## src/rtl/cp0_ctrl_if.sv

```systemverilog
// CP0 control bus: mtc0/mfc0 access, commit-point exception inputs and redirect outputs.
// master drives the commit-point side; slave is the cp0_ctrl block.
interface cp0_ctrl_if;
    logic        en;
    logic [4:0]  addr;
    logic [31:0] wdata;
    logic [31:0] rdata;
    logic [31:0] vpc;
    logic        is_bd;
    logic [4:0]  exc_code;
    logic [5:0]  hw_int;
    logic        eret;
    logic        req;
    logic [31:0] epc_out;

    modport master (
        output en, addr, wdata, vpc, is_bd, exc_code, hw_int, eret,
        input  rdata, req, epc_out
    );

    modport slave (
        input  en, addr, wdata, vpc, is_bd, exc_code, hw_int, eret,
        output rdata, req, epc_out
    );
endinterface

```

## src/rtl/cp0_ctrl.sv

```systemverilog
// Minimal MIPS CP0: SR(12), Cause(13), EPC(14), exception/interrupt request and eret return address.
// Optional feature: define CP0_PRID_EN to make register 15 read the constant PRId 32'h0000_7CA0.
module cp0_ctrl (
    input  logic        clk,
    input  logic        reset,
    cp0_ctrl_if.slave   bus
);
    logic [5:0]  im;
    logic        exl;
    logic        ie;
    logic        bd;
    logic [5:0]  ip;
    logic [4:0]  exc;
    logic [31:0] epc;

    logic        int_req;
    logic        exc_req;
    logic        req_i;

    assign int_req = (|(bus.hw_int & im)) & ie & ~exl;
    assign exc_req = (bus.exc_code != 5'd0) & ~exl;
    // Registers already read zero in reset; gating keeps an exc_code from raising req meanwhile.
    assign req_i   = (int_req | exc_req) & reset;
    assign bus.req = req_i;

    always_ff @(posedge clk or negedge reset) begin
        if (!reset) begin
            im  <= '0;
            exl <= 1'b0;
            ie  <= 1'b0;
            bd  <= 1'b0;
            ip  <= '0;
            exc <= '0;
            epc <= '0;
        end else begin
            ip <= bus.hw_int;
            if (req_i) begin
                exl <= 1'b1;
                bd  <= bus.is_bd;
                exc <= int_req ? 5'd0 : bus.exc_code;
                epc <= (bus.is_bd ? bus.vpc - 32'd4 : bus.vpc) & 32'hFFFF_FFFC;
            end else begin
                if (bus.eret)
                    exl <= 1'b0;
                if (bus.en) begin
                    case (bus.addr)
                        5'd12: begin
                            im  <= bus.wdata[15:10];
                            exl <= bus.wdata[1];
                            ie  <= bus.wdata[0];
                        end
                        5'd14:   epc <= bus.wdata & 32'hFFFF_FFFC;
                        default: ;
                    endcase
                end
            end
        end
    end

    always_comb begin
        bus.rdata = '0;
        case (bus.addr)
            5'd12: bus.rdata = {16'd0, im, 8'd0, exl, ie};
            5'd13: bus.rdata = {bd, 15'd0, ip, 3'd0, exc, 2'd0};
            5'd14: bus.rdata = epc;
`ifdef CP0_PRID_EN
            5'd15: bus.rdata = 32'h0000_7CA0;
`endif
            default: bus.rdata = '0;
        endcase
    end

    always_comb begin
        if (!reset)
            bus.epc_out = '0;
        else if (bus.en && bus.addr == 5'd14)
            bus.epc_out = bus.wdata & 32'hFFFF_FFFC;
        else
            bus.epc_out = epc;
    end
endmodule

```

## src/flat_wrapper.sv

```systemverilog
// flat-port wrapper written by rule: the top's interface ports become plain ports
module cp0_ctrl_flat 
  (clk, reset, bus_en, bus_addr, bus_wdata, bus_vpc, bus_is_bd, bus_exc_code, bus_hw_int, bus_eret, bus_rdata, bus_req, bus_epc_out);
  cp0_ctrl_if bus_i ();
  input  logic clk;
  input  logic reset;
  input wire logic [$bits(bus_i.en)-1:0] bus_en;
  input wire logic [$bits(bus_i.addr)-1:0] bus_addr;
  input wire logic [$bits(bus_i.wdata)-1:0] bus_wdata;
  input wire logic [$bits(bus_i.vpc)-1:0] bus_vpc;
  input wire logic [$bits(bus_i.is_bd)-1:0] bus_is_bd;
  input wire logic [$bits(bus_i.exc_code)-1:0] bus_exc_code;
  input wire logic [$bits(bus_i.hw_int)-1:0] bus_hw_int;
  input wire logic [$bits(bus_i.eret)-1:0] bus_eret;
  output wire logic [$bits(bus_i.rdata)-1:0] bus_rdata;
  output wire logic [$bits(bus_i.req)-1:0] bus_req;
  output wire logic [$bits(bus_i.epc_out)-1:0] bus_epc_out;
  assign bus_i.en = bus_en;
  assign bus_i.addr = bus_addr;
  assign bus_i.wdata = bus_wdata;
  assign bus_i.vpc = bus_vpc;
  assign bus_i.is_bd = bus_is_bd;
  assign bus_i.exc_code = bus_exc_code;
  assign bus_i.hw_int = bus_hw_int;
  assign bus_i.eret = bus_eret;
  assign bus_rdata = bus_i.rdata;
  assign bus_req = bus_i.req;
  assign bus_epc_out = bus_i.epc_out;
  cp0_ctrl u_core (.clk(clk), .reset(reset), .bus(bus_i));
endmodule
```

## config.mk

```make
export PLATFORM = sky130hd
export DESIGN_NAME = cp0_ctrl_flat
export DESIGN_NICKNAME = d
export VERILOG_FILES = /design/src/rtl/cp0_ctrl_if.sv /design/src/rtl/cp0_ctrl.sv /design/src/flat_wrapper.sv
export SDC_FILE = /design/constraint.sdc
export NUM_CORES = 1
export LEC_CHECK = 0
export BUFFER_PORTS_ARGS = -buffer_cell sky130_fd_sc_hd__buf_2
export CORE_UTILIZATION = 40
export DETAILED_ROUTE_END_ITERATION = 8
export PLACE_DENSITY = 0.76
export SLEW_MARGIN = 20
export SYNTH_ARGS = -nofsm -noshare
export SYNTH_HDL_FRONTEND = slang
export SYNTH_SLANG_ARGS = --single-unit
```

## constraint.sdc

```tcl
create_clock -name clk -period 2.4 [get_ports clk]
set_input_delay 0.24 -clock clk [delete_from_list [all_inputs] [get_ports clk]]
set_output_delay 0.24 -clock clk [all_outputs]
set_load 0.02 [all_outputs]
```

# Word level (Yosys, flattened, before mapping)
# Cells that the tools add are included.
# word_totals
ff_bits	52
latch_bits	0
ramBits	0
mem_bits_ro	0
in_bits	85
output_inout_bits	65
elab_cells	38
n_memories	0
# op_classes
n_addsub	1
mul	0
div	0
order_cmp	0
n_eq_ne	3
shift	0
mux	12
bitwise	8
reduce_logical	7
# op_table
op	n
$mux 32	6
$pmux 32 s3	1
$sub 32x3->32 const B	1
$eq 5x4->1 const B	3
$and 6x6->6	1
$reduce_or 6->1	1
$mux 5	1
$reduce_bool 5->1	1
$and 1x1->1	4
$mux 1	4
$reduce_bool 2->1	2
$reduce_and 3->1	1
$not 1->1	2
$reduce_and 2->1	1
$logic_and 1x1->1	1
$or 1x1->1	1

# Depth between registers and ports, before layout
# logic_depth
word_depth	8
mapped_depth	8
mapped_depth_nobuf	7

# Worst setup path before layout
# Ideal clock, no wire load.
# synth_path
path_kind	reg-to-reg
start	reg u_core.im[2]
end	reg u_core.ie
setup_time_ns	0.128
t_arrival_ns	1.768
required_ns	2.272
path_slack_ns	0.505
stages_incl_launch_ff	8
path_buffers	1
synth_period_minus_slack_ns	1.895
path_cell_list	dfrtp_1 a22o_1 o31ai_4 a211o_1 buf_4 inv_8 nor2_4 mux2_1
# synth_between
elab_chain_len	8
# synth_rtl
element	line_no	rtl
start: declaration	cp0_ctrl.sv:8	logic [5:0] im;
start signal: assignment	cp0_ctrl.sv:48	im <= bus.wdata[15:10];
$and 6x6->6	cp0_ctrl.sv:20	assign int_req = (|(bus.hw_int & im)) & ie & ~exl;
$reduce_or 6->1	cp0_ctrl.sv:20	
$and 1x1->1 (2 in series)	cp0_ctrl.sv:20	
$or 1x1->1	cp0_ctrl.sv:23	assign req_i = (int_req | exc_req) & reset;
$and 1x1->1	cp0_ctrl.sv:23	
$not 1->1 (no line)	n/a	
$reduce_and 3->1 (no line)	n/a	
end signal: assignment	cp0_ctrl.sv:50	ie <= bus.wdata[0];
end: declaration	cp0_ctrl.sv:10	logic ie;
# No other way between the ends.
# A chain may end at the register's enable or synchronous reset.

# Final worst setup path
# layout_path
start	reg u_core.im[1]
end	reg u_core.im[1]
# layout_between
elab_chain_len	8
# layout_rtl
element	line_no
$and 6x6->6	cp0_ctrl.sv:20
$reduce_or 6->1	cp0_ctrl.sv:20
$and 1x1->1 (2 in series)	cp0_ctrl.sv:20
$or 1x1->1	cp0_ctrl.sv:23
$and 1x1->1	cp0_ctrl.sv:23
$not 1->1 (no line)	n/a
$reduce_and 3->1 (no line)	n/a
# No other way between the ends.

==> results by group <==
Place
  – DP Worst Slack: 293 ps
  – Detailed placement HPWL: 7.04 mm
  – GP Congestion: 0.832
  – I/O Buffers: 145

Critical path
  – CP max FO: 32
  – FF-to-FF setup slack: 270 ps
  – Crit path cell chain: a22o_1 > o31ai_4 > a211o_1 > inv_8 > nor2_4 > mux2_1
  – FF-to-FF Start: u_core.im[1]
  – Worst stage delay on the critical path: 410 ps
  – Startpoint Class: flip-flop
  – WP data arrival: 2330 ps
  – Crit Path Class: reg2reg
  – Critical Path RT: 2600 ps
  – Worst Setup End Kind: flip-flop
  – Critical-path top delay cell: dfrtp_1
  – Worst Reg-to-Reg Cells: 6
  – Critical Path Source: u_core.im[1]
  – Crit path to: u_core.im[1]
  – R2R Path End: u_core.im[1]

Route
  – # DRC: 0
  – Antenna viol nets, final: 0
  – DRT iter0 DRCs: 162
  – WL final: 9.34 mm
  – Vias: 3058
  – DR vias/cell: 5.26
  – WL per Instance: 16.1 um
  – TritonRoute pass-1 iters: 7

Hold path
  – Worst Hold Class: in2reg

Timing
  – Final Skew: 5.46 ps
  – Max-slew violation count: 0
  – Upper clock frequency limit: 469 MHz
  – Period Utilization, post-route: 88.8%
  – Slew HR: 57.3%
  – Endpoints failing hold: 0
  – Slew @ Worst Pin: 641 ps
  – Unrepaired setup endpoints after global routing: false
  – TNS Setup: 0 ps
  – Min Hold Slack: 46.0 ps
  – Min Tclk post-route: 2130 ps
  – Setup ws final: 268 ps
  – # setup viols final: 0

Cells and area
  – Share of cells above drive strength 1: 37.8%
  – Inserted Diodes: 0
  – Number of nets in the layout: 564
  – Layout area overhead: 29.0%

Synth
  – Top-area cell type share of the netlist area: 38.0%
  – Fraction of registers with async set/reset: 100%
  – Synthesis-stage register bit count: 50
  – Most used DFF post-synth: dfrtp_1
  – EDFF count, synth: 0
  – Synth warn: 0
  – Top post-synthesis cells by area: dfrtp_1, mux2i_1, nor2_1
  – Post-synthesis cell type count: 50
  – Post-synthesis sequential area ratio: 38.0%
  – Netlist Area Pre-Place: 0.00329 mm2
  – Post-Synthesis Cells: 336
  – Synth area leader: dfrtp_1
  – Count leader, synth: dfrtp_1
  – Commonest cells post-synth: dfrtp_1, mux2i_1, nor2_1, and2_1, nand2_1
  – Syn_area_per_cell: 9.80 um2

Clock network
  – Clock Pin Slew Worst Setup and Hold Paths: 100 ps
  – CTS root buffer: clkbuf_8
  – Post-CTS Hold Buffers: 0
  – Worst-skew pair later-pin latency: 310 ps
  – Buffers from clock root to sink, at most: 2
  – Cts repair resizes: 0
  – H-tree depth: 2
  – CTS tree: done
  – CTS Buf Count: 5
  – Num Clock Sinks: 50

Global routing
  – First-pass GRT wire length: 15.1 mm
  – Overflow after GRT: 0
  – Total track usage: 22.5%
  – Pin count of the biggest net entering global routing: 51
  – Number of global-route vias before repair: 3054
  – Initial antenna violation count: 0

Status
  – Status: finished, final reports clean

Floorplanning
  – Num rows: 32
  – Die area: 0.00860 mm2
  – Ports: 150
  – Core area: 0.00785 mm2
  – Die X: 92.7 um
  – Chip Height: 92.7 um
  – Initial Util: 41.9%

Job
  – Max cap viols: 0

Power
  – Power Density: 595 mW/mm2
  – P_leak: 2.01 nW
  – VDD IR max: 0.000308 V
layer usage:
layer  GRT usage, %  vias up  part of all wire [%]
met5              0        -                     0
met4           5.13        0                   1.0
met3           3.04        7                   5.5
met2           40.4      112                    51
met1           28.7     1461                    43
li1               -     1478                     -
placed cells by master (no fill, tap or decap), types with 4 or more instances in the layout:
cell / n
a222oi_1: 6
nand3b_1: 4
nand2_1: 20
nand3_1: 12
nor3_1: 9
buf_4: 7
nor2_1: 43
clkbuf_8: 5
xnor2_1: 15
xor2_1: 10
buf_2: 145
inv_1: 9
dfrtp_1: 50
and2_1: 21
nor3_2: 5
nor4_1: 5
mux2_1: 7
a22o_1: 9
mux2i_1: 49
a21oi_1: 6
worst min-delay path by stage:
stage                        from            to  slack [ps]  cells past startpoint
finish              bus_hw_int[5]  u_core.ip[5]          50                      1
global route        bus_hw_int[5]  u_core.ip[5]          20                      1
CTS                 bus_hw_int[5]  u_core.ip[5]          30                      1
detailed placement  bus_hw_int[5]  u_core.ip[5]         370                      1
global placement    bus_hw_int[5]  u_core.ip[5]         370                      1
floorplan                   reset     u_core.bd         -60                      0
cell type report:
cell class              instances  area, um2
flip-flops and latches         50       1250
clock buffers                   5       68.8
clock inverters                 3       48.8
multi-input cells             258       1910
well taps                     102        128
repair buffers                153        798
inverters                      10       45.0
fillers                       741       3600
where the power goes:
part / total [mW] / leakage [nW] / internal [mW] / switching (mW)
logic: 0.780 / 1.36 / 0.312 / 0.468
registers: 1.12 / 0.591 / 1.02 / 0.0996
clock network: 0.627 / 0.0563 / 0.318 / 0.309
what timing repair did:
| action | 4_1_cts | 5_1_grt |
|---|---|---|
| pin swaps | 2 | 0 |
| setup endpoints to repair | 1 | 1 |
| buffers inserted | 1 | 0 |
| hold endpoints to repair | 0 | 0 |
sequential cells by signal (all words and copies together), names as in the netlist:
signal	cells
u_core.ie	1
u_core.im	6
u_core.epc	30
u_core.exc	5
u_core.exl	1
u_core.ip	6
u_core.bd	1
critical path, delay by kind of cell, from the launching register on:
| kind | cells | cell delay (ps) |
|---|---|---|
| and+or+nand+nor | 1 | 280 |
| DFF | 1 | 410 |
| muxes | 1 | 360 |
| AOI/OAI and AO/OA | 3 | 830 |
| buffers and inverters | 1 | 140 |
cells by family after synthesis:
| kind of cell | count (synthesis) | synth area share (%) |
|---|---|---|
| other cells | 1 | 0.114 |
| fa+ha+maj | 1 | 0.380 |
| compound gates | 34 | 8.63 |
| flops | 50 | 38.0 |
| xor+xnor | 25 | 6.65 |
| mux | 56 | 17.3 |
| buf+inv | 29 | 4.56 |
| simple gates | 140 | 24.4 |
metrics by stage:
step	util, %	instances	instance area (um2)	total power, mW
3_3_place_gp	52.6	573	4130	1.89
2_1_floorplan	-	337	3300	1.61
6_report	54.1	581	4250	2.53
3_5_place_dp	52.6	573	4130	1.92
5_1_grt	54.1	581	4250	2.68
4_1_cts	54.2	582	4250	2.56
Note: power is estimated with default switching activity, not from simulation.
